==> src/rtl/inst_mem_loader.sv <==
// Instruction-memory writer: packs a little-endian byte stream into 32-bit words at addresses 0..N-1, holding the CPU in reset until done.
// Optional macro LOADER_CHECKSUM_EN adds a running byte sum and a trailer byte that must zero it before the CPU is released.
module inst_mem_loader #(
    parameter int ADDR_W = 6,
    parameter int DEPTH  = 64
) (
    input  logic              clk,
    input  logic              rst_n,
    input  logic              start,
    input  logic [ADDR_W:0]   num_words,
    input  logic [7:0]        byte_in,
    input  logic              byte_valid,
    output logic              byte_ready,
    output logic              mem_we,
    output logic [ADDR_W-1:0] mem_addr,
    output logic [31:0]       mem_wdata,
    output logic              busy,
    output logic              done,
    output logic              cpu_hold,
    output logic [7:0]        checksum
);
    typedef enum logic [2:0] {S_IDLE, S_RECV, S_WRITE, S_TRAIL, S_DONE} state_t;

    localparam logic [ADDR_W:0] LP_DEPTH = (ADDR_W+1)'(DEPTH);

    state_t            r_state;
    state_t            w_next;
    logic [1:0]        r_byte_cnt;
    logic [ADDR_W:0]   r_word_cnt;
    logic [ADDR_W:0]   r_target;
    logic [23:0]       r_asm;
    logic [ADDR_W-1:0] r_addr;
    logic [31:0]       r_wdata;
    logic              w_accept;
    logic              w_start_ok;
    logic              w_last_word;
    logic [ADDR_W:0]   w_target;

    assign w_accept    = byte_valid && byte_ready;
    assign w_start_ok  = start && (r_state == S_IDLE || r_state == S_DONE);
    assign w_last_word = (r_word_cnt == r_target - 1'b1);
    assign w_target    = (num_words > LP_DEPTH) ? LP_DEPTH : num_words;
    assign mem_addr    = r_addr;
    assign mem_wdata   = r_wdata;

    always_comb begin
        w_next     = r_state;
        byte_ready = 1'b0;
        mem_we     = 1'b0;
        busy       = 1'b0;
        done       = 1'b0;
        case (r_state)
            S_IDLE, S_DONE: begin
                done = (r_state == S_DONE);
                if (start) w_next = (num_words == '0) ? S_DONE : S_RECV;
            end
            S_RECV: begin
                byte_ready = 1'b1;
                busy       = 1'b1;
                if (w_accept && r_byte_cnt == 2'd3) w_next = S_WRITE;
            end
            S_WRITE: begin
                mem_we = 1'b1;
                busy   = 1'b1;
                if (w_last_word) begin
`ifdef LOADER_CHECKSUM_EN
                    w_next = S_TRAIL;
`else
                    w_next = S_DONE;
`endif
                end else begin
                    w_next = S_RECV;
                end
            end
            S_TRAIL: begin
                byte_ready = 1'b1;
                busy       = 1'b1;
                if (byte_valid) w_next = S_DONE;
            end
            default: w_next = S_IDLE;
        endcase
    end

    always_ff @(posedge clk or negedge rst_n) begin
        if (!rst_n) begin
            r_state    <= S_IDLE;
            r_byte_cnt <= '0;
            r_word_cnt <= '0;
            r_target   <= '0;
            r_asm      <= '0;
            r_addr     <= '0;
            r_wdata    <= '0;
        end else begin
            r_state <= w_next;
            if (w_start_ok) begin
                r_byte_cnt <= '0;
                r_word_cnt <= '0;
                r_target   <= w_target;
            end else begin
                if (r_state == S_RECV && w_accept) begin
                    r_byte_cnt <= r_byte_cnt + 2'd1;
                    // Address/data are registered on the 4th byte so they hold after the write pulse.
                    case (r_byte_cnt)
                        2'd0:    r_asm[7:0]   <= byte_in;
                        2'd1:    r_asm[15:8]  <= byte_in;
                        2'd2:    r_asm[23:16] <= byte_in;
                        default: begin
                            r_addr  <= r_word_cnt[ADDR_W-1:0];
                            r_wdata <= {byte_in, r_asm};
                        end
                    endcase
                end
                if (r_state == S_WRITE && !w_last_word) r_word_cnt <= r_word_cnt + 1'b1;
            end
        end
    end

`ifdef LOADER_CHECKSUM_EN
    logic [7:0] r_sum;
    logic       r_sum_ok;

    always_ff @(posedge clk or negedge rst_n) begin
        if (!rst_n) begin
            r_sum    <= '0;
            r_sum_ok <= 1'b0;
        end else if (w_start_ok) begin
            r_sum    <= '0;
            r_sum_ok <= (num_words == '0);
        end else if (r_state == S_RECV && w_accept) begin
            r_sum <= r_sum + byte_in;
        end else if (r_state == S_TRAIL && w_accept) begin
            r_sum_ok <= ((r_sum + byte_in) == 8'd0);
        end
    end

    assign checksum = r_sum;
    assign cpu_hold = !(r_state == S_DONE && r_sum_ok);
`else
    assign checksum = '0;
    assign cpu_hold = (r_state != S_DONE);
`endif

endmodule

==> config.mk <==
export PLATFORM = sky130hd
export DESIGN_NAME = inst_mem_loader
export DESIGN_NICKNAME = d
export VERILOG_FILES = /design/src/rtl/inst_mem_loader.sv
export SDC_FILE = /design/constraint.sdc
export NUM_CORES = 1
export LEC_CHECK = 0
export ABC_CLOCK_PERIOD_IN_PS = 3400
export CORE_AREA = 2 2 98 100
export DETAILED_ROUTE_END_ITERATION = 7
export DIE_AREA = 0 0 100 102
export GPL_ROUTABILITY_DRIVEN = 1
export PLACE_DENSITY = 0.63
export SETUP_SLACK_MARGIN = 0.1
export SYNTH_ARGS = -nofsm -noshare
export SYNTH_HDL_FRONTEND = slang
export SYNTH_SLANG_ARGS = --single-unit
export TNS_END_PERCENT = 20
==> constraint.sdc <==
create_clock -name clk -period 3.4 [get_ports clk]
set_input_delay 0.68 -clock clk [delete_from_list [all_inputs] [get_ports clk]]
set_output_delay 0.68 -clock clk [all_outputs]
set_load 0.01 [all_outputs]
### Word-level counts from Yosys, hierarchy flattened

Cells that the tools add are included.

| cells by class | value |
|---|---|
| add/subtract/negate cells | 3 |
| equal/unequal tests | 12 |
| $lt $le $gt $ge | 1 |
| mux-type cells | 15 |
| bitwise gates (word level) | 2 |
| reductions and logical operators | 21 |

Operator list:

| operator | count |
|---|---|
| 7-bit 2-to-1 mux | 3 |
| 3-bit 2-to-1 mux | 5 |
| 3-bit AND reduction | 5 |
| 3-bit case mux with 4 select lines | 1 |
| 7-bit by 1-bit adder with 7-bit output, second input constant | 1 |
| 7-bit equality test | 1 |
| 7-bit > comparator, second input constant | 1 |
| 7-bit zero test | 1 |
| 7-bit by 1-bit subtractor with 7-bit output, second input constant | 1 |
| 3-bit by 2-bit equality test with 1-bit output, second input constant | 2 |
| 2-bit != test, second input constant | 3 |
| 3-bit OR reduction | 2 |
| 1-bit logical AND | 5 |
| 2-bit equality test, second input constant | 2 |
| 1-bit 2-to-1 mux | 4 |
| 2-bit 2-to-1 mux | 2 |
| 2-bit nonzero test | 2 |
| 2-bit OR reduction | 2 |
| 3-bit by 1-bit equality test with 1-bit output, second input constant | 1 |
| 3-bit equality test, second input constant | 1 |
| 3-bit zero test | 1 |
| 3-bit != test, second input constant | 1 |
| 2-bit by 1-bit adder with 2-bit output, second input constant | 1 |
| 2-bit by 1-bit equality test with 1-bit output, second input constant | 1 |
| other kinds (4) | 5 |

| word-level totals | value |
|---|---|
| flip-flop bits (word level) | 81 |
| output and inout bits | 51 |
| bits of input ports | 19 |
| logic and storage cells | 63 |

### Longest topological paths before layout

Gate-level depths: netlist (run 1).

| depth | value |
|---|---|
| word-level depth | 7 |
| gate-level depth with buffers | 9 |
| depth with buffers taken out | 8 |

### Worst setup path after synthesis (run 1)

OpenSTA, ideal clock, no wires.

| timing path | value |
|---|---|
| path type | input port to flip-flop |
| start point | input port byte_valid |
| end point | register r_wdata[24], in the netlist mem_wdata[24] |
| data required time | 3.275 ns |
| arrival time | 1.839 ns |
| buffers on the path | 2 |
| setup time | 0.125 ns |
| cell stages on the path | 8 |
| slack | 1.436 ns |
| cells stage by stage | o21ai_1 nand2_1 nand2_1 o21a_1 nor3_1 buf_4 buf_4 mux2_2 |

| between the ends | value |
|---|---|
| longest elaborated chain between the ends | 3 |

Ends and longest elaborated chain:

| item | RTL line | text |
|---|---|---|
| start, declared | 12 | `input logic byte_valid,` |
| 1-bit logical AND | 39 | `assign w_accept = byte_valid && byte_ready;` |
| 1-bit logical AND | 100 | `if (r_state == S_RECV && w_accept) begin` |
| 3-bit AND reduction (no line) | n/a |  |
| end signal, assigned | 109 | `r_wdata <= {byte_in, r_asm};` |
| end, declared | 33 | `logic [31:0] r_wdata;` |

No other way between the ends.
A chain may end at the register's enable or synchronous reset.

### Worst setup path after layout (run 1)

| timing path | value |
|---|---|
| start point | register r_state[1] |
| end point | output port mem_we |

| between the ends | value |
|---|---|
| longest elaborated chain between the ends | 2 |

Ends and longest elaborated chain:

| item | RTL line | text |
|---|---|---|
| start, declared | 26 | `state_t r_state;` |
| start signal, assigned | 94 | `r_state <= w_next;` |
| 3-bit by 2-bit equality test with 1-bit output | 52 | `case (r_state)` |
| 1-bit 2-to-1 mux | 52 |  |
| end, declared | 14 | `output logic mem_we,` |

No other way between the ends.

==> impl_metrics.yaml, run 1 <==
outcome:
  outcome: "finished, final reports clean"
worst_setup_path:
  critical_path_buf_inv_count: 2
  cp-end-kind: "output pin"
  critPathLaunchType: "flip-flop"
  cp_top_family: "buffers and inverters"
  cp_cell_sequence: "nand2_1, or2_1, inv_1, clkdlybuf4s50_1"
  crit_fanout: 9
  path_class: "flip-flop to output pin"
  cpMaxStageDelayCell: "clkdlybuf4s50_1"
  crit_required_ns: 2.72
  max_stage_delay_ns: 0.57
  worstPathArrival_ns: 2.03
yosys:
  ys_seq_area_share_pct: 56.4
  yosysUniqueCellTypes: 47
  synth_top_area_cell: "dfrtp_1"
  synth_edf_count: 0
  async_flop_share_pct: 100
  synth_top_area_share_pct: 56.4
  synth_cells: 278
  yosys_warnings: 0
  synth.avg_cell_area_um2: 12.9
  ys_ff_latch: 81
  synthTopCellsByArea: "dfrtp_1 (56%), mux2_2 (20%), buf_4 (2.3%)"
  synth_area_um2: 3590
  ys.flop_type: "dfrtp_1"
clock_tree:
  cts.sinks: 81
  cts-root-buf: "clkbuf_8"
  cts_tree: "done"
  post_cts_buffers: 0
  cts.path.max_buffers: 2
  cts_resized: 0
  path_clk_slew_ns: 0.08
  htreeDepth: 3
  clk_latency_ns: 0.35
  ctsHoldBuffers: 0
  numCtsBuffers: 9
cells_and_area:
  layout-drive-gt1-share_pct: 25.4
  diodes: 0
  finalNetCount: 363
  postLayoutCellArea_um2: 4450
  synthToLayoutAreaGrowth_pct: 24.0
  final_util_pct: 48.9
  fin_cells: 454
power_and_ir_drop:
  internal_power_mw: 2.68
  irDropWorstVdd_uv: 357
  total_power_mw: 3.95
  switching_share_pct: 32.1
  leakage_nw: 1.95
  clkPwrFrac_pct: 18.2
  net-switching-power_mw: 1.27
  comb_power_share_pct: 40.6
  powerDensity_nw_per_um2: 887
  p_seq_share_pct: 41.2
job:
  cap_violations: 0
global_route:
  grt_max_degree: 82
  antenna_found_initial: 0
  gr-total-overflow: 0
  grt_pass1_vias: 2362
  track_usage_pct: 14.6
  grt_pass1_wl_mm: 11.4
placement:
  post_dp_cell_area_um2: 4250
  placedCellCount: 438
  gp_congestion: 0.774
  pre_cts_ws_ns: 0.744
  portBuffers: 61
  dp_hpwl_mm: 4.44
route:
  dr.pass1.iters: 4
  vias_per_cell: 5.02
  wire_per_inst_um: 14.7
  wl_mm: 6.69
  vias: 2281
  drt_iter0_drc: 56
  route.detailed.drc: 0
  drtAntennaViolNets: 0
timing:
  finalMaxSlewViolations: 0
  hold_ws_ns: 0.484
  setup_viol: 0
  tightestPinTransition_ns: 1.01
  final_period_minus_worst_setup_slack_ns: 2.71
  max_freq_mhz: 369
  rsz0062_at_grt: "no"
  fin_ws_ns: 0.692
  fin_crit_sh_pct: 79.6
  clock_skew_ns: 0.0118
  hold_viol: 0
  finalSetupTns_ns: 0
  slew_headroom_pct: 32.6
floorplan:
  rows: 35
  fp.dieW_um: 100
  coreArea_um2: 9110
  start_util_pct: 39.5
  dieArea_um2: 10200
  io-pin-count: 70
  die_h_um: 102
hold_path:
  hp-class: "input pin to async pin"
-- worst register-to-register path, cell delays in order (launching register included) --
cell,delay [ns]
dfrtp_1,0.42
inv_1,0.09
ha_1,0.17
nor3b_2,0.24
a21o_1,0.11
a21oi_1,0.07
o211a_1,0.38
or4_1,0.51
a21oi_1,0.15
-- layer usage --
metal	global-route usage, %	vias to the layer above	routed length (um)
met5	0	-	0
met4	3.37	0	61
met3	6.22	7	401
met2	23.4	51	3160
met1	18.4	1147	3070
li1	-	1076	-
-- layout by cell type, fill, tap and decap left out, types with 4 or more instances in the layout --
cell type        instances
a21oi_1                  7
conb_1                   8
ha_1                     6
nor2_1                   4
o21ai_0                  9
mux2_2                  64
clkdlybuf4s50_1         60
nand2_1                 18
nand3b_1                 4
xnor2_1                  4
clkbuf_8                10
inv_1                   11
dfrtp_1                 81
-- logic make-up after synthesis --
kind of cell / count (synthesis) / synth area share, %
mux: 67 / 20.9
buf+inv: 31 / 4.77
fa+ha+maj: 6 / 2.09
compound gates: 33 / 5.71
flops: 81 / 56.4
xor+xnor: 7 / 1.71
simple gates: 52 / 8.32
other cells: 1 / 0.104
-- synthesized netlist by cell type (4+ instances only) --
cell type  instances
dfrtp_1           81
mux2_2            64
nand2_1           18
buf_4             11
inv_1             11
o21ai_0            9
a21oi_1            7
ha_1               6
nand3b_1           4
nor2_1             4
xnor2_1            4
-- power groups by stage --
stage / Combinational [mW] / Clock [mW] / Sequential (mW)
after floorplan: 0.957 / 0 / 1.67
after global placement: 1.60 / 0 / 1.64
final: 1.60 / 0.719 / 1.63
after CTS: 1.63 / 0.745 / 1.64
after global routing: 1.76 / 0.795 / 1.69
after detailed placement: 1.63 / 0 / 1.65
-- area by class of cell --
type	instances	area, um^2
clock buffer	11	141
multi-input combinational	173	1430
inverter	11	41.3
fill	845	4650
clock inverter	5	63.8
tap	111	139
sequential	81	2030
timing repair buffer	62	616
-- flip-flops by register name, indices dropped and copies added (netlist names) --
register    flops
mem_wdata      32
r_asm          24
mem_addr        6
r_word_cnt      7
r_state         3
r_target        7
r_byte_cnt      2
-- worst paths after layout --
check,startpoint,to,slack [ns],cells past startpoint
setup / recovery,r_state[1],mem_we,0.69,4
hold / removal,rst_n,r_target[5],0.48,1
setup reg to reg,r_target[0],r_word_cnt[5],1.19,8
hold reg to reg,r_word_cnt[6],r_word_cnt[6],0.50,1
max in group asynchronous,rst_n,mem_addr[2],2.24,1
min in group clk,r_word_cnt[6],r_word_cnt[6],0.50,1
Note: power is estimated with default switching activity, not from simulation.
==> run 2: changes to the inputs <==
--- a/config.mk
+++ b/config.mk
@@ -5,7 +5,7 @@
 export SDC_FILE = /design/constraint.sdc
 export NUM_CORES = 1
 export LEC_CHECK = 0
-export ABC_CLOCK_PERIOD_IN_PS = 3400
+export ABC_CLOCK_PERIOD_IN_PS = 2500
 export CORE_AREA = 2 2 98 100
 export DETAILED_ROUTE_END_ITERATION = 7
 export DIE_AREA = 0 0 100 102
==> constraint.sdc (replaced) <==
create_clock -name clk -period 2.5 [get_ports clk]
set_input_delay 0.5 -clock clk [delete_from_list [all_inputs] [get_ports clk]]
set_output_delay 0.5 -clock clk [all_outputs]
set_load 0.01 [all_outputs]
==> impl_metrics.yaml, run 2 (synthesis gave the netlist of run 1 again) <==
outcome:
  outcome: "finished, final reports clean"
route:
  wire_per_inst_um: 15.3
  drtAntennaViolNets: 0
  dr.pass1.iters: 5
  vias_per_cell: 5.12
  wl_mm: 7.02
  drt_iter0_drc: 83
  vias: 2350
  route.detailed.drc: 0
hold_path:
  hp-class: "input pin to async pin"
timing:
  finalMaxSlewViolations: 0
  setup_viol: 0
  rsz0062_at_grt: "no"
  max_freq_mhz: 453
  finalSetupTns_ns: 0
  fin_crit_sh_pct: 88.4
  hold_viol: 0
  final_period_minus_worst_setup_slack_ns: 2.21
  clock_skew_ns: 0.00996
worst_setup_path:
  crit_required_ns: 2.00
  crit_fanout: 6
  critPathLaunchType: "flip-flop"
  cpMaxStageDelayCell: "dfrtp_1"
  max_stage_delay_ns: 0.39
  worstPathArrival_ns: 1.71
  cp_cell_sequence: "inv_1, nand2_1, or2_1, inv_1, dlygate4sd2_1"
  path_class: "flip-flop to output pin"
  cp-end-kind: "output pin"
  crit_top_cell: "inv_1"
power_and_ir_drop:
  total_power_mw: 5.38
  powerDensity_nw_per_um2: 1190
  irDropWorstVdd_uv: 540
  leakage_nw: 1.98
cells_and_area:
  finalNetCount: 368
  largest_register_ffs: 32
  diodes: 0
  layout_common_cells: "dfrtp_1 (80), mux2_2 (64), clkdlybuf4s50_1 (59), nand2_1 (18), inv_1 (11)"
  postLayoutCellArea_um2: 4500
  final_util_pct: 49.5
  layout-drive-gt1-share_pct: 27.3
  synthToLayoutAreaGrowth_pct: 25.3
  final_common_cell: "dfrtp_1"
global_route:
  grtUsageMet1_pct: 18.5
  grt_pass1_vias: 2498
  grt.met3_usage_pct: 5.81
  grtUsageMet2_pct: 24.7
  grt_pass1_wl_mm: 12.0
  grt_max_degree: 49
  antenna_found_initial: 0
  gr-total-overflow: 0
  grt-busiest-layer: "met2"
  track_usage_pct: 14.9
floorplan:
  start_util_pct: 39.5
  die_h_um: 102
  fp.dieW_um: 100
  io-pin-count: 70
  dieArea_um2: 10200
  rows: 35
  coreArea_um2: 9110
placement:
  gp_congestion: 0.792
  portBuffers: 61
  post_dp_cell_area_um2: 4300
  dp_hpwl_mm: 4.75
clock_tree:
  cts-root-buf: "clkbuf_8"
  cts.path.max_buffers: 2
  path_clk_slew_ns: 0.09
  clk_latency_ns: 0.35
  post_cts_buffers: 0
  cts_tree: "done"
  ctsHoldBuffers: 0
  htreeDepth: 3
  cts.sinks: 81
  numCtsBuffers: 9
job:
  cap_violations: 0
[run 2: final timing paths]
kind,cells after the start,slack (ns),from,endpoint
hold / removal,1,0.09,rst_n,r_target[5]
max in group asynchronous,2,1.81,rst_n,mem_wdata[3]
setup / recovery,5,0.29,r_state[2],mem_we
setup reg to reg,8,0.30,r_target[0],r_state[0]
min in group clk,1,0.50,r_word_cnt[6],r_word_cnt[6]
hold reg to reg,1,0.50,r_word_cnt[6],r_word_cnt[6]
[run 2: cell type report]
cell class | instances | area [um^2]
inverters | 11 | 41.3
well taps | 111 | 139
multi-input cells | 174 | 1440
clock buffers | 9 | 124
fillers | 819 | 4600
flip-flops and latches | 81 | 2030
clock inverters | 7 | 60.1
repair buffers | 66 | 669
[run 2: timing repair]
item,in CTS,in global routing
gates resized for setup,2,2
gates cloned,0,1
pin swaps,0,1
setup endpoints to repair,1,6
[run 2: where the power goes]
part	switching, mW	internal [mW]	total [mW]
logic	0.943	1.33	2.27
registers	0.352	1.87	2.22
clock network	0.512	0.382	0.894
[run 2: metrics by stage]
step | cells | hold slack (ns) | setup WS (ns)
after CTS | 458 | 0.0893 | 0.261
after detailed placement | 442 | 0.480 | 0.145
after floorplan | 285 | 0.204 | 0.597
final | 459 | 0.0855 | 0.290
after global routing | 459 | 0.114 | 0.161
after global placement | 442 | 0.478 | 0.192
[run 2: worst max-delay path: cells and delay by family (launching register included)]
| kind | cells | cell delay, ns |
|---|---|---|
| buf+inv | 3 | 0.57 |
| flops | 1 | 0.39 |
| simple gates | 2 | 0.39 |
[run 2: layer usage]
metal / share of wire (%) / wire (um)
met1: 44 / 3120
met2: 48 / 3370
met3: 6.7 / 470
met4: 0.85 / 60
met5: 0 / 0
